<file path="config.mk">
export PLATFORM = sky130hd
export DESIGN_NAME = dma_ahb_master_flat
export DESIGN_NICKNAME = d
export VERILOG_FILES = /design/src/rtl/dma_pkg.sv /design/src/rtl/dma_ahb_master_if.sv /design/src/rtl/dma_sync_fifo.sv /design/src/rtl/dma_ahb_master.sv /design/src/flat_wrapper.sv
export SDC_FILE = /design/constraint.sdc
export NUM_CORES = 1
export LEC_CHECK = 0
export BUFFER_PORTS_ARGS = -buffer_cell sky130_fd_sc_hd__buf_4
export CAP_MARGIN = 20
export CELL_PAD_IN_SITES_DETAIL_PLACEMENT = 1
export CELL_PAD_IN_SITES_GLOBAL_PLACEMENT = 2
export CORE_MARGIN = 8
export CORE_UTILIZATION = 39
export CTS_CLUSTER_SIZE = 25
export DETAILED_ROUTE_END_ITERATION = 7
export PLACE_DENSITY = 0.88
export SYNTH_ARGS = -nofsm -noshare
export SYNTH_HDL_FRONTEND = slang
export SYNTH_SLANG_ARGS = --single-unit
</file>
<file path="constraint.sdc">
create_clock -name HCLK -period 16.7 [get_ports HCLK]
set_clock_uncertainty 0.2 [all_clocks]
set_input_delay 3.34 -clock HCLK [delete_from_list [all_inputs] [get_ports HCLK]]
set_output_delay 3.34 -clock HCLK [all_outputs]
set_load 0.02 [all_outputs]
</file>
<file path="src/rtl/dma_pkg.sv">
// Shared types and constants for the DMA AHB-Lite master.
// Bus encodings plus the engine state enum.
package dma_pkg;

  typedef enum logic [1:0] {
    IDLE   = 2'b00,
    BUSY   = 2'b01,
    NONSEQ = 2'b10,
    SEQ    = 2'b11
  } htrans_t;

  typedef enum logic [2:0] {
    S_IDLE,
    S_RD,
    S_RD_DRAIN,
    S_WR,
    S_WR_DRAIN,
    S_DONE
  } dma_state_t;

  localparam logic [2:0] HSIZE_WORD = 3'b010;
  localparam logic [1:0] HRESP_OKAY = 2'b00;

endpackage

</file>
<file path="src/rtl/dma_ahb_master_if.sv">
// Command handshake and AHB-Lite bus bundle of the DMA engine.
// master = DMA side, slave = command source plus bus slave side.
interface dma_ahb_master_if #(
  parameter int LEN_W = 16
);
  logic             cmd_valid;
  logic             cmd_ready;
  logic [31:0]      cmd_src;
  logic [31:0]      cmd_dst;
  logic [LEN_W-1:0] cmd_len;
  logic [31:0]      HADDR;
  logic [1:0]       HTRANS;
  logic             HWRITE;
  logic [2:0]       HSIZE;
  logic [31:0]      HWDATA;
  logic [3:0]       WSTRB;
  logic [31:0]      HRDATA;
  logic             HREADY;
  logic [1:0]       HRESP;

  modport master (
    input  cmd_valid, cmd_src, cmd_dst, cmd_len,
    input  HRDATA, HREADY, HRESP,
    output cmd_ready,
    output HADDR, HTRANS, HWRITE, HSIZE,
    output HWDATA, WSTRB
  );

  modport slave (
    output cmd_valid, cmd_src, cmd_dst, cmd_len,
    output HRDATA, HREADY, HRESP,
    input  cmd_ready,
    input  HADDR, HTRANS, HWRITE, HSIZE,
    input  HWDATA, WSTRB
  );
endinterface

</file>
<file path="src/rtl/dma_sync_fifo.sv">
// Synchronous word FIFO buffering one DMA chunk.
// Power-of-two depth; flush empties it in one cycle.
module dma_sync_fifo #(
  parameter int DEPTH = 8,
  parameter int W     = 32,
  localparam int AW   = $clog2(DEPTH)
) (
  input  logic         clk,
  input  logic         rst,
  input  logic         push,
  input  logic         pop,
  input  logic         flush,
  input  logic [W-1:0] wdata,
  output logic [W-1:0] rdata,
  output logic         full,
  output logic         empty,
  output logic [AW:0]  count
);
  logic [W-1:0]  mem [DEPTH];
  logic [AW-1:0] wp;
  logic [AW-1:0] rp;

  assign rdata = mem[rp];
  assign full  = count == (AW+1)'(DEPTH);
  assign empty = count == '0;

  always_ff @(posedge clk) begin
    if (push) mem[wp] <= wdata;
  end

  always_ff @(posedge clk) begin
    if (rst || flush) begin
      wp    <= '0;
      rp    <= '0;
      count <= '0;
    end else begin
      if (push) wp <= wp + AW'(1);
      if (pop)  rp <= rp + AW'(1);
      case ({push, pop})
        2'b10:   count <= count + (AW+1)'(1);
        2'b01:   count <= count - (AW+1)'(1);
        default: count <= count;
      endcase
    end
  end
endmodule

</file>
<file path="src/rtl/dma_ahb_master.sv">
// Single-channel DMA copy engine, AHB-Lite master, chunked by FIFO depth.
// Optional DMA_IRQ_EN adds a sticky irq output with irq_clr input.
module dma_ahb_master
  import dma_pkg::*;
#(
  parameter int FIFO_DEPTH = 8,
  parameter int LEN_W      = 16
) (
  input  logic HCLK,
  input  logic HRESET,
  dma_ahb_master_if.master bus,
  output logic busy,
  output logic done,
  output logic err
`ifdef DMA_IRQ_EN
  ,
  output logic irq,
  input  logic irq_clr
`endif
);
  localparam int CW = $clog2(FIFO_DEPTH) + 1;

  dma_state_t       state;
  logic [LEN_W-1:0] rem;
  logic [LEN_W-1:0] beats;
  logic [31:0]      src_a;
  logic [31:0]      dst_a;
  logic             dph_vld;
  logic             dph_wr;

  logic [31:0]      head;
  logic [CW-1:0]    fcnt;
  logic             full;
  logic             empty;

  logic             okay;
  logic             dph_done;
  logic             dph_err;
  logic             push;
  logic             pop;
  logic             idle_st;
  logic [LEN_W-1:0] rem_in;
  logic [31:0]      src_in;
  logic [LEN_W-1:0] rd_n;
  logic [LEN_W-1:0] wr_n;

  assign okay     = bus.HRESP == HRESP_OKAY;
  assign dph_done = dph_vld && bus.HREADY && okay;
  assign dph_err  = dph_vld && bus.HREADY && !okay;
  assign push     = dph_done && !dph_wr && !full;
  assign pop      = dph_done && dph_wr && !empty;

  // Next read chunk comes from the command in IDLE, else from leftovers.
  assign idle_st = state == S_IDLE;
  assign rem_in  = idle_st ? bus.cmd_len : rem;
  assign src_in  = idle_st ? {bus.cmd_src[31:2], 2'b00} : src_a;
  assign rd_n    = (rem_in > LEN_W'(FIFO_DEPTH))
                 ? LEN_W'(FIFO_DEPTH) : rem_in;
  // Write out everything buffered, including the word landing this edge.
  assign wr_n    = LEN_W'(fcnt) + LEN_W'(1);

  assign bus.HSIZE  = HSIZE_WORD;
  assign bus.HWDATA = (dph_vld && dph_wr) ? head : '0;
  assign bus.WSTRB  = (dph_vld && dph_wr) ? 4'hF : 4'h0;

  dma_sync_fifo #(
    .DEPTH (FIFO_DEPTH),
    .W     (32)
  ) u_fifo (
    .clk   (HCLK),
    .rst   (HRESET),
    .push  (push),
    .pop   (pop),
    .flush (dph_err),
    .wdata (bus.HRDATA),
    .rdata (head),
    .full  (full),
    .empty (empty),
    .count (fcnt)
  );

  always_ff @(posedge HCLK) begin
    if (HRESET) begin
      state         <= S_IDLE;
      bus.cmd_ready <= 1'b1;
      bus.HADDR     <= '0;
      bus.HTRANS    <= IDLE;
      bus.HWRITE    <= 1'b0;
      rem           <= '0;
      beats         <= '0;
      src_a         <= '0;
      dst_a         <= '0;
      dph_vld       <= 1'b0;
      dph_wr        <= 1'b0;
      busy          <= 1'b0;
      done          <= 1'b0;
      err           <= 1'b0;
    end else begin
      done <= 1'b0;
      err  <= 1'b0;
      if (bus.HREADY) begin
        dph_vld <= bus.HTRANS[1];
        dph_wr  <= bus.HWRITE;
      end
      if (dph_err) begin
        state      <= S_DONE;
        bus.HTRANS <= IDLE;
        bus.HWRITE <= 1'b0;
        dph_vld    <= 1'b0;
        rem        <= '0;
        busy       <= 1'b0;
        done       <= 1'b1;
        err        <= 1'b1;
      end else begin
        unique case (state)
          S_IDLE: begin
            if (bus.cmd_valid) begin
              bus.cmd_ready <= 1'b0;
              dst_a <= {bus.cmd_dst[31:2], 2'b00};
              if (bus.cmd_len == '0) begin
                state <= S_DONE;
                done  <= 1'b1;
              end else begin
                busy       <= 1'b1;
                state      <= S_RD;
                bus.HADDR  <= src_in;
                bus.HTRANS <= NONSEQ;
                bus.HWRITE <= 1'b0;
                beats      <= rd_n;
                rem        <= rem_in - rd_n;
                src_a      <= src_in + (32'(rd_n) << 2);
              end
            end
          end
          S_RD, S_WR: begin
            if (bus.HREADY) begin
              beats <= beats - LEN_W'(1);
              if (beats == LEN_W'(1)) begin
                bus.HTRANS <= IDLE;
                state <= (state == S_RD)
                       ? S_RD_DRAIN : S_WR_DRAIN;
              end else begin
                bus.HADDR  <= bus.HADDR + 32'd4;
                bus.HTRANS <= SEQ;
              end
            end
          end
          S_RD_DRAIN: begin
            if (dph_done) begin
              state      <= S_WR;
              bus.HADDR  <= dst_a;
              bus.HTRANS <= NONSEQ;
              bus.HWRITE <= 1'b1;
              beats      <= wr_n;
              dst_a      <= dst_a + (32'(wr_n) << 2);
            end
          end
          S_WR_DRAIN: begin
            if (dph_done) begin
              if (rem != '0) begin
                state      <= S_RD;
                bus.HADDR  <= src_in;
                bus.HTRANS <= NONSEQ;
                bus.HWRITE <= 1'b0;
                beats      <= rd_n;
                rem        <= rem_in - rd_n;
                src_a      <= src_in + (32'(rd_n) << 2);
              end else begin
                state      <= S_DONE;
                bus.HWRITE <= 1'b0;
                busy       <= 1'b0;
                done       <= 1'b1;
              end
            end
          end
          S_DONE: begin
            state         <= S_IDLE;
            bus.cmd_ready <= 1'b1;
          end
          default: state <= S_IDLE;
        endcase
      end
    end
  end

`ifdef DMA_IRQ_EN
  // A new completion beats a simultaneous clear.
  always_ff @(posedge HCLK) begin
    if (HRESET) irq <= 1'b0;
    else        irq <= done || (irq && !irq_clr);
  end
`endif
endmodule

</file>
<file path="src/flat_wrapper.sv">
// flat-port wrapper written by rule: the top's interface ports become plain ports
module dma_ahb_master_flat import dma_pkg::*;
#(
  parameter int FIFO_DEPTH = 8,
  parameter int LEN_W      = 16
)
  (HCLK, HRESET, busy, done, err, bus_cmd_valid, bus_cmd_src, bus_cmd_dst, bus_cmd_len, bus_HRDATA, bus_HREADY, bus_HRESP, bus_cmd_ready, bus_HADDR, bus_HTRANS, bus_HWRITE, bus_HSIZE, bus_HWDATA, bus_WSTRB);
  dma_ahb_master_if #(.LEN_W(LEN_W)) bus_i ();
  input  logic HCLK;
  input  logic HRESET;
  output logic busy;
  output logic done;
  output logic err;
  input wire logic [$bits(bus_i.cmd_valid)-1:0] bus_cmd_valid;
  input wire logic [$bits(bus_i.cmd_src)-1:0] bus_cmd_src;
  input wire logic [$bits(bus_i.cmd_dst)-1:0] bus_cmd_dst;
  input wire logic [$bits(bus_i.cmd_len)-1:0] bus_cmd_len;
  input wire logic [$bits(bus_i.HRDATA)-1:0] bus_HRDATA;
  input wire logic [$bits(bus_i.HREADY)-1:0] bus_HREADY;
  input wire logic [$bits(bus_i.HRESP)-1:0] bus_HRESP;
  output wire logic [$bits(bus_i.cmd_ready)-1:0] bus_cmd_ready;
  output wire logic [$bits(bus_i.HADDR)-1:0] bus_HADDR;
  output wire logic [$bits(bus_i.HTRANS)-1:0] bus_HTRANS;
  output wire logic [$bits(bus_i.HWRITE)-1:0] bus_HWRITE;
  output wire logic [$bits(bus_i.HSIZE)-1:0] bus_HSIZE;
  output wire logic [$bits(bus_i.HWDATA)-1:0] bus_HWDATA;
  output wire logic [$bits(bus_i.WSTRB)-1:0] bus_WSTRB;
  assign bus_i.cmd_valid = bus_cmd_valid;
  assign bus_i.cmd_src = bus_cmd_src;
  assign bus_i.cmd_dst = bus_cmd_dst;
  assign bus_i.cmd_len = bus_cmd_len;
  assign bus_i.HRDATA = bus_HRDATA;
  assign bus_i.HREADY = bus_HREADY;
  assign bus_i.HRESP = bus_HRESP;
  assign bus_cmd_ready = bus_i.cmd_ready;
  assign bus_HADDR = bus_i.HADDR;
  assign bus_HTRANS = bus_i.HTRANS;
  assign bus_HWRITE = bus_i.HWRITE;
  assign bus_HSIZE = bus_i.HSIZE;
  assign bus_HWDATA = bus_i.HWDATA;
  assign bus_WSTRB = bus_i.WSTRB;
  dma_ahb_master #(.FIFO_DEPTH(FIFO_DEPTH), .LEN_W(LEN_W)) u_core (.HCLK(HCLK), .HRESET(HRESET), .bus(bus_i), .busy(busy), .done(done), .err(err));
endmodule
</file>
**Word-level counts from Yosys, hierarchy flattened**

Memories as Yosys holds them, arrays and structs flattened. A register that Yosys moved wholly into a read port is not among the register bits.
Index checks and enable logic that the tools add are counted.

- Add/subtract/negate cells: 10
- Order comparisons: 1
- Equal/unequal tests: 23
- Mux-type cells: 75
- Bitwise gates (word level): 1
- Reductions and logical operators: 37

Operator list:

| cell | number |
|---|---|
| $mux W32 | 15 |
| $mux W16 | 12 |
| $pmux W32 S2 | 2 |
| $pmux W32 S4 | 1 |
| $add A32 B18 Y32 | 2 |
| $pmux W16 S4 | 1 |
| $mux W3 | 11 |
| $add A32 B3 Y32 const B | 1 |
| $pmux W16 S2 | 1 |
| $reduce_and A5 Y1 | 5 |
| $mux W1 | 17 |
| $eq A16 B1 Y1 const B | 1 |
| $gt A16 B4 Y1 const B | 1 |
| $logic_not A16 Y1 | 1 |
| $reduce_bool A16 Y1 | 1 |
| $sub A16 B1 Y16 const B | 1 |
| $sub A16 B16 Y16 | 1 |
| $mux W2 | 7 |
| $pmux W3 S4 | 1 |
| $ne A2 B2 Y1 const B | 5 |
| $ne A3 B2 Y1 const B | 3 |
| $reduce_and A9 Y1 | 1 |
| $logic_and A1 B1 Y1 | 8 |
| $ne A2 B1 Y1 const B | 4 |
| other kinds (31) | 44 |

- Register bits: 150
- RAM bits: 256
- Output and inout bits: 78
- Logic and storage cells: 166
- Memories kept: 1

Memories:

| memory | depth | bits a word | read ports | clocked after Yosys merged registers in | wr ports | line | source |
|---|---|---|---|---|---|---|---|
| u_core.u_fifo.mem | 8 | 32 | 1 | 1 | 1 | dma_sync_fifo.sv:19 | `logic [W-1:0] mem [DEPTH];` |

**Logic depth before layout (Yosys ltp)**

Gate-level depths: netlist of the first run.

- Depth in word-level cells: 8
- Depth in mapped cells: 19

**By module**

From an unflattened synthesis of the first run, not the netlist that was laid out.

- Cells, all modules: 1849
- Area total of the unflattened synthesis: 20561.0 um2

Modules (own cells, without submodules):

| module | times used | cells each | area an instance (um2) | sequential area each (um2) |
|---|---|---|---|---|
| dma_sync_fifo | 1 | 444 | 10402.5 | 7947.6 |
| dma_ahb_master | 1 | 1405 | 10158.5 | 2762.6 |

**Worst setup path after synthesis of the first run**

Ideal clock, no wire load.

- Path type: input -> register
- From: input bus_HREADY
- To: memory u_core.u_fifo.mem[1][0] (enable)
- Setup time: 0.513 ns
- Arrival: 7.773 ns
- Data required time: 15.987 ns
- Path slack: 8.214 ns
- Cell stages on the path: 5
- Path through: clkbuf_1 nand3_1 nor3_1 inv_1 nor4b_1

- Cells in the longest elaborated chain, start to end: 6

RTL lines:

| what | line | source |
|---|---|---|
| start, declared | flat_wrapper.sv:19 | `input wire logic [$bits(bus_i.HREADY)-1:0] bus_HREADY;` |
| $logic_and A1 B1 Y1 (2 in series) | dma_ahb_master.sv:48 | `assign dph_done = dph_vld && bus.HREADY && okay;` |
| $logic_and A1 B1 Y1 (2 in series) | dma_ahb_master.sv:50 | `assign push = dph_done && !dph_wr && !full;` |
| $mux W1 | dma_sync_fifo.sv:28 | `if (push) mem[wp] <= wdata;` |
| $mux W1 (not written as such) | dma_sync_fifo.sv:28 |  |
| end, declared | dma_sync_fifo.sv:19 |  |

No other way between the ends.

**Worst setup path after layout of the first run**

- From: input bus_cmd_len[7]
- To: register u_core.src_a[24]

- Cells in the longest elaborated chain, start to end: 7

RTL lines:

| what | line | source |
|---|---|---|
| start, declared | flat_wrapper.sv:17 | `input wire logic [$bits(bus_i.cmd_len)-1:0] bus_cmd_len;` |
| $mux W16 | dma_ahb_master.sv:55 | `assign rem_in = idle_st ? bus.cmd_len : rem;` |
| $gt A16 B4 Y1 | dma_ahb_master.sv:57 | `assign rd_n = (rem_in > LEN_W'(FIFO_DEPTH))` |
| $mux W16 | dma_ahb_master.sv:58 | `? LEN_W'(FIFO_DEPTH) : rem_in;` |
| $add A32 B18 Y32 | dma_ahb_master.sv:131, dma_ahb_master.sv:167 |  |
| $mux W32, on equally long branches | dma_ahb_master.sv:160, dma_ahb_master.sv:120 |  |
| $mux W32, on equally long branches | dma_ahb_master.sv:159, dma_ahb_master.sv:117 |  |
| $pmux W32 S2 | dma_ahb_master.sv:115 | `unique case (state)` |
| end signal, assigned | dma_ahb_master.sv:131 | `src_a <= src_in + (32'(rd_n) << 2);` |
| end signal, assigned | dma_ahb_master.sv:167 | `src_a <= src_in + (32'(rd_n) << 2);` |
| end, declared | dma_ahb_master.sv:26 | `logic [31:0] src_a;` |

Several ways; a longest one is shown, not always the timed one. The select of a mux whose other input is x is not followed.
A chain may end at the register's enable or synchronous reset.

==> flow_summary_export.csv, run 1 <==
group,metric,value,unit
setup_path,setup.worst_path.class,"primary input to flip-flop",
clock_network,clock_sinks,407,
logic_synthesis,yosysSeqAreaShare,0.529,
power_and_ir_drop,clkPwrFrac,0.366,
finish,fin_util,0.464,
setup_path,worstPathRequired,16.91,ns
clock_network,cts_tree,"built",
logic_synthesis,synthTopCellsByArea,"edfxtp_1, dfxtp_1, mux4_2",
placement,io_buffers,188,
clock_network,clk_transition_reported_paths,0.06,ns
detailed_routing,drt_iter0_markers,973,
power_and_ir_drop,p_per_area,117,nW/um^2
logic_synthesis,ys_ff_latch,407,
logic_synthesis,syn-instance-count,1866,
finish,layout-drive-gt1-share,0.201,
run_status,status,"finished clean",
logic_synthesis,synth_top_cell_by_area,"edfxtp_1",
power_and_ir_drop,p_sw_frac,0.315,
min_path,hp-class,"flip-flop to flip-flop",
power_and_ir_drop,p_comb_frac,0.206,
setup_path,cp-end-kind,"flip-flop",
power_and_ir_drop,p_leak,8.39,nW
sta,final_hold_viol_count,0,
clock_network,htreeDepth,2,
detailed_routing,avgViaCountPerCell,5.79,
die,die_x,244,microns
logic_synthesis,synth-main-ff-cell,"edfxtp_1",
global_route,grt_start_max_net_pins,84,
finish,final_cell_mix,"edfxtp_1, nand2_1, buf_4",
sta,min_period,7.78,ns
clock_network,ctsLongestPathBuffers,3,
placement,place_inst,2651,
logic_synthesis,synth-edff-count,256,
placement,gp_congestion,0.853,
sta,rsz0062_at_grt,"no",
sta,slew_viol_final,0,
global_route,grt_first_pass_wirelength,100000,microns
setup_path,startpoint_type,"primary input",
global_route,antenna_found_initial,3,
logic_synthesis,synth_top_area_share,0.380,
setup_path,crit_arrival,7.98,ns
logic_synthesis,synth_cell_types,85,
logic_synthesis,syn_area,20200,sq um
finish,nets,2172,
sta,setup_tns,0,ns
logic_synthesis,syn_avg_cell_area,10.8,sq um
die,dieArea,59400,sq um
sta,fmax,129,MHz
sta,worstMarginPinSlew,1.07,ns
die,std_cell_rows,83,
logic_synthesis,async_reset_ff_frac,0,
detailed_routing,final_antenna_net_count,0,
sta,finalCritPeriodShare,0.466,
logic_synthesis,yosys_warnings,0,
sta,worst_hold_slack,0.252,ns
detailed_routing,finalWirelength,65000,microns
finish,layout_commonest_cell,"edfxtp_1",
flow_run,drv_cap,0,
global_route,first_global_vias,16600,
power_and_ir_drop,p_int,0.00190,W
die,die_h,244,microns
clock_network,clock_latency,0.61,ns
die,start_util,0.394,
die,io_pins,196,
clock_network,ctsRootBufferMaster,"clkbuf_16",
sta,setup_viol,0,
power_and_ir_drop,p_switching,0.000877,W
detailed_routing,drc,0,
die,core,51300,sq um
detailed_routing,vias,15800,
clock_network,hold_buffers,0,
clock_network,cts-resized-gates,0,
setup_path,cp_max_fo,7,
global_route,gr-usage-all-layers,0.212,
clock_network,cts_buffers,45,
power_and_ir_drop,p_seq_frac,0.428,
power_and_ir_drop,vdd_drop_max,69.8,uV
clock_network,post_cts_buffers,0,
detailed_routing,wl_per_cell,23.8,microns
detailed_routing,drt_pass1_iterations,5,
finish,instances_no_fill,2735,
sta,max_slew_margin,0.288,
placement,hpwl,42800,microns
global_route,grt-ovfl-total,0,
finish,synthToLayoutAreaGrowth,17.8,%
## synthesized netlist by cell type (10+ instances only)
| cell type | instances |
|---|---|
| nand2_1 | 254 |
| and2_1 | 12 |
| nor2_1 | 166 |
| o31ai_1 | 14 |
| edfxtp_1 | 256 |
| nor3_1 | 60 |
| a22oi_1 | 11 |
| and3_1 | 14 |
| inv_1 | 21 |
| nor3b_1 | 10 |
| mux2_2 | 12 |
| a21oi_1 | 143 |
| dfxtp_1 | 151 |
| nand3b_1 | 17 |
| o21ai_0 | 74 |
| a211oi_1 | 38 |
| mux2i_1 | 64 |
| mux4_2 | 64 |
| nand4_1 | 23 |
| a31oi_1 | 21 |
| nor2b_1 | 10 |
| nor4_1 | 14 |
| buf_1 | 17 |
| nand3_1 | 45 |
| xnor2_1 | 25 |
| ha_1 | 32 |
| clkbuf_1 | 93 |
| nand2b_1 | 10 |
| a21o_1 | 12 |
| xor2_1 | 16 |
## per-layer routing
layer,global-route usage,share of wire
met5,0,0.00048
met2,0.378,0.51
met1,0.264,0.42
met4,0.0503,0.021
met3,0.0374,0.049
## critical path: stages
cell and delay, ns:
buf_4 0.12, nor4_1 0.54, a21oi_1 0.17, a221o_2 0.39, or2_2 0.38, a21oi_1 0.42
ha_1 0.30, inv_1 0.07, fa_1 0.37, nor2b_1 0.22, o2111ai_1 0.14, nor3b_1 0.18
o21ai_0 0.43, a31oi_1 0.32, or3_1 0.43, nand3_1 0.09, a21oi_1 0.06
## power by group through the flow
stage / logic (W) / clock network, W / registers [W]
after floorplan: 0.000375 / 0 / 0.00120
after global placement: 0.000546 / 0 / 0.00121
after detailed placement: 0.000565 / 0 / 0.00121
after CTS: 0.000569 / 0.00104 / 0.00119
after global routing: 0.000630 / 0.00107 / 0.00120
final: 0.000572 / 0.00102 / 0.00119
## path summary, 6_finish.rpt
| check | end | depth (start not counted) | slack (ns) | startpoint |
|---|---|---|---|---|
| setup / recovery | u_core.src_a[24]$_SDFFE_PP0P_ | 17 | 8.92 | bus_cmd_len[7] |
| hold / removal | u_core.src_a[8]$_SDFFE_PP0P_ | 2 | 0.25 | u_core.src_a[8]$_SDFFE_PP0P_ |
| setup reg to reg | u_core.src_a[24]$_SDFFE_PP0P_ | 18 | 10.98 | u_core.state[0]$_SDFFE_PP0P_ |
| hold reg to reg | u_core.src_a[8]$_SDFFE_PP0P_ | 2 | 0.25 | u_core.src_a[8]$_SDFFE_PP0P_ |
## cell families after synthesis
| logic type | count (synthesis) | share of synthesized area |
|---|---|---|
| DFF | 407 | 0.529 |
| muxes | 140 | 0.110 |
| other | 2 | 0.000371 |
| adders and majority gates | 35 | 0.0228 |
| AOI/OAI and AO/OA | 417 | 0.133 |
| xor gates and xnor gates | 41 | 0.0178 |
| buffers and inverters | 149 | 0.0312 |
| and+or+nand+nor | 675 | 0.155 |
## stage by stage
step / setup WS, ns / instance area (sq um) / power, W
after floorplan: 8.21 / 20300 / 0.00158
after global placement: 8.41 / 22300 / 0.00175
after detailed placement: 8.32 / 22300 / 0.00177
after CTS: 8.94 / 23800 / 0.00280
after global routing: 8.60 / 23800 / 0.00290
final: 8.92 / 23800 / 0.00278
## state kept, by name, indices dropped and copies added, names as in the netlist, 2 cells and up, named ones only
register,flops
u_core.beats,16
u_core.bus.HADDR,32
u_core.bus.HTRANS,2
u_core.dst_a,30
u_core.rem,16
u_core.src_a,32
u_core.state,3
u_core.u_fifo.count,4
u_core.u_fifo.mem,256
u_core.u_fifo.rp,3
u_core.u_fifo.wp,3
## layout make-up
class	count	area, sq um
diodes	1	2.50
inverters	22	82.6
clock buffers	52	1160
well taps	680	851
fillers	5588	27500
multi-input cells	1324	9000
clock inverters	30	344
repair buffers	219	1660
flip-flops and latches	407	10700
Power figures use the tool's default switching activity.
==> inputs of run 2 (changes only) <==
ABC_AREA = 1   (was default)
CORE_UTILIZATION = 36   (was 39)
clock period = 7.4 ns   (was 16.7 ns; I/O delays follow)
==> run 2 against run 1 <==
Utilization is 3.4 points lower. Sequential power grew to 2.5 times the previous value. Sequential share of layout area is 0.91 points lower. Via count is 15% higher. Cell count increased by 23%. Hold slack better by 0.0011 ns.
==> flow_summary_export.csv, run 2 <==
group,metric,value,unit
setup_path,r2r_slack,2.29,ns
logic_synthesis,synth_top_cell_by_area,"edfxtp_1",
die,start_util,0.365,
logic_synthesis,synthMuxAreaShare,0.000485,
logic_synthesis,synthSimpleGateAreaFrac,0.200,
setup_path,r2r_end,"u_core.src_a[28]$_SDFFE_PP0P_",
finish,final_cell_mix,"nand2_1, nor2_1, o21ai_0",
logic_synthesis,synth-main-ff-cell,"edfxtp_1",
detailed_routing,drt_pass1_iterations,5,
setup_path,rr_worst_depth,25,
logic_synthesis,ys_ff_latch,407,
placement,gp_congestion,0.908,
sta,slew_viol_final,0,
power_and_ir_drop,p_per_area,406,nW/um^2
logic_synthesis,synth_top_family_by_area,"simple AND/OR/NAND/NOR gates",
detailed_routing,avgViaCountPerCell,5.40,
finish,largest_register,"u_core.u_fifo.mem",
setup_path,startpoint_type,"flip-flop",
power_and_ir_drop,p_leak,9.36,nW
sta,max_slew_margin,0.260,
sta,fmax,189,MHz
clock_network,ctsRootBufferMaster,"clkbuf_16",
logic_synthesis,synth_cell_types,62,
detailed_routing,finalWirelength,68600,microns
logic_synthesis,yosys_warnings,0,
die,die_x,255,microns
power_and_ir_drop,fin_total_pwr,0.00987,W
setup_path,crit_end,"bus_HWDATA[21]",
finish,reg.largest.list,"u_core.u_fifo.mem x256, u_core.bus.HADDR x32, u_core.src_a x32",
detailed_routing,vias,18200,
min_path,hp-class,"flip-flop to flip-flop",
clock_network,clk_transition_reported_paths,0.06,ns
logic_synthesis,yosysSeqAreaShare,0.519,
setup_path,rr_startpoint,"u_core.state[0]$_SDFFE_PP0P_",
logic_synthesis,synth.most_common_cell,"nand2_1",
sta,worstMarginPinSlew,1.11,ns
logic_synthesis,synthTopCellsByArea,"edfxtp_1, dfxtp_1, o21ai_0",
die,dieArea,65200,sq um
logic_synthesis,synth_xor_area_frac,0.0144,
clock_network,clock_latency,0.60,ns
detailed_routing,wl_per_cell,20.3,microns
detailed_routing,drt_iter0_markers,917,
sta,setup_tns,0,ns
clock_network,clock_sinks,407,
setup_path,crit_arrival,3.62,ns
sta,worst_hold_slack,0.253,ns
clock_network,hold_buffers,0,
clock_network,htreeDepth,2,
logic_synthesis,async_reset_ff_frac,0,
power_and_ir_drop,vdd_drop_max,265,uV
die,die_h,255,microns
clock_network,cts-resized-gates,0,
logic_synthesis,synth-edff-count,256,
finish,layout-drive-gt1-share,0.142,
detailed_routing,final_antenna_net_count,0,
run_status,status,"finished clean",
sta,min_period,5.30,ns
logic_synthesis,syn_avg_cell_area,8.49,sq um
sta,rsz0062_at_grt,"no",
logic_synthesis,synthTopCellsByCount,"nand2_1, nor2_1, o21ai_0, edfxtp_1, inv_1",
die,core,56500,sq um
global_route,antenna_found_initial,2,
placement,dp_slack,1.95,ns
global_route,grt_start_max_net_pins,104,
die,std_cell_rows,87,
logic_synthesis,synth_compound_area_frac,0.171,
global_route,first_global_vias,19500,
global_route,gr-usage-all-layers,0.202,
sta,finalCritPeriodShare,0.716,
global_route,grt-ovfl-total,0,
detailed_routing,drc,0,
setup_path,setup.worst_path.class,"flip-flop to primary output",
logic_synthesis,synth_top_area_share,0.372,
placement,io_buffers,188,
logic_synthesis,syn_area,20600,sq um
finish,largest_reg_flops,256,
setup_path,worstPathRequired,5.72,ns
flow_run,drv_cap,0,
finish,nets,2739,
setup_path,cp_max_fo,102,
finish,synthToLayoutAreaGrowth,17.8,%
clock_network,ctsLongestPathBuffers,3,
finish,layout_commonest_cell,"nand2_1",
die,io_pins,196,
logic_synthesis,synthAdderAreaFrac,0.0223,
sta,final_hold_viol_count,0,
clock_network,cts_tree,"built",
logic_synthesis,syn-instance-count,2430,
sta,setup_viol,0,
setup_path,cp-end-kind,"primary output",
clock_network,cts_buffers,47,
placement,hpwl,46100,microns
clock_network,post_cts_buffers,0,
sta,fin_ws,2.10,ns
global_route,grt_first_pass_wirelength,108000,microns
-- run 2: layer usage --
metal	vias up	global-route usage	wire, microns
met5	-	0	0
met4	0	0.0752	1970
met3	114	0.0284	3030
met1	9014	0.242	28700
met2	416	0.365	34900
li1	8668	-	-
-- run 2: worst max-delay path: stages (launching register included) --
cell and delay (ns):
dfxtp_4 0.44, inv_2 0.39, buf_4 0.84, o21ai_0 0.27, o22ai_1 0.27, o21ai_0 0.16
a31oi_1 0.37, buf_4 0.22
-- run 2: kinds of logic (layout without fill, tap and decap cells) --
logic type | after synthesis | after routing
and+or+nand+nor | 948 | 948
AOI/OAI and AO/OA | 632 | 632
DFF | 407 | 407
buffers and inverters | 371 | 544
adders and majority gates | 35 | 35
xor gates and xnor gates | 34 | 34
other | 2 | 18
muxes | 1 | 1
-- run 2: layout make-up --
class                   count  area, sq um
clock inverters            14          231
flip-flops and latches    407        10700
multi-input cells        1666         8540
well taps                 756          946
fillers                  6599        32200
clock buffers              66         1320
repair buffers            215         1610
diodes                      2         5.00
inverters                 249          940
-- run 2: per-stage QoR --
| stage | util | cell area [sq um] | instances |
|---|---|---|---|
| after CTS | 0.430 | 24300 | 3373 |
| after detailed placement | 0.403 | 22800 | 3293 |
| after global placement | 0.403 | 22800 | 3293 |
| after floorplan | - | 20700 | 2444 |
| after global routing | 0.430 | 24300 | 3375 |
| final | 0.430 | 24300 | 3375 |
-- run 2: where the power goes --
| group | internal (W) | switching (W) |
|---|---|---|
| registers | 0.00272 | 0.000287 |
| logic | 0.00137 | 0.00313 |
| clock network | 0.00138 | 0.000978 |
| total | 0.00547 | 0.00440 |
-- run 2: worst min-delay path by stage --
| stage | start | to | slack (ns) | depth (start not counted) |
|---|---|---|---|---|
| floorplan | u_core.src_a[7]$_SDFFE_PP0P_ | u_core.src_a[7]$_SDFFE_PP0P_ | 0.22 | 2 |
| global placement | u_core.src_a[5]$_SDFFE_PP0P_ | u_core.src_a[5]$_SDFFE_PP0P_ | 0.23 | 2 |
| detailed placement | u_core.src_a[4]$_SDFFE_PP0P_ | u_core.src_a[4]$_SDFFE_PP0P_ | 0.24 | 2 |
| CTS | u_core.src_a[5]$_SDFFE_PP0P_ | u_core.src_a[5]$_SDFFE_PP0P_ | 0.26 | 2 |
| global route | u_core.rem[0]$_SDFFE_PP0P_ | u_core.rem[0]$_SDFFE_PP0P_ | 0.28 | 2 |
| finish | u_core.src_a[5]$_SDFFE_PP0P_ | u_core.src_a[5]$_SDFFE_PP0P_ | 0.25 | 2 |
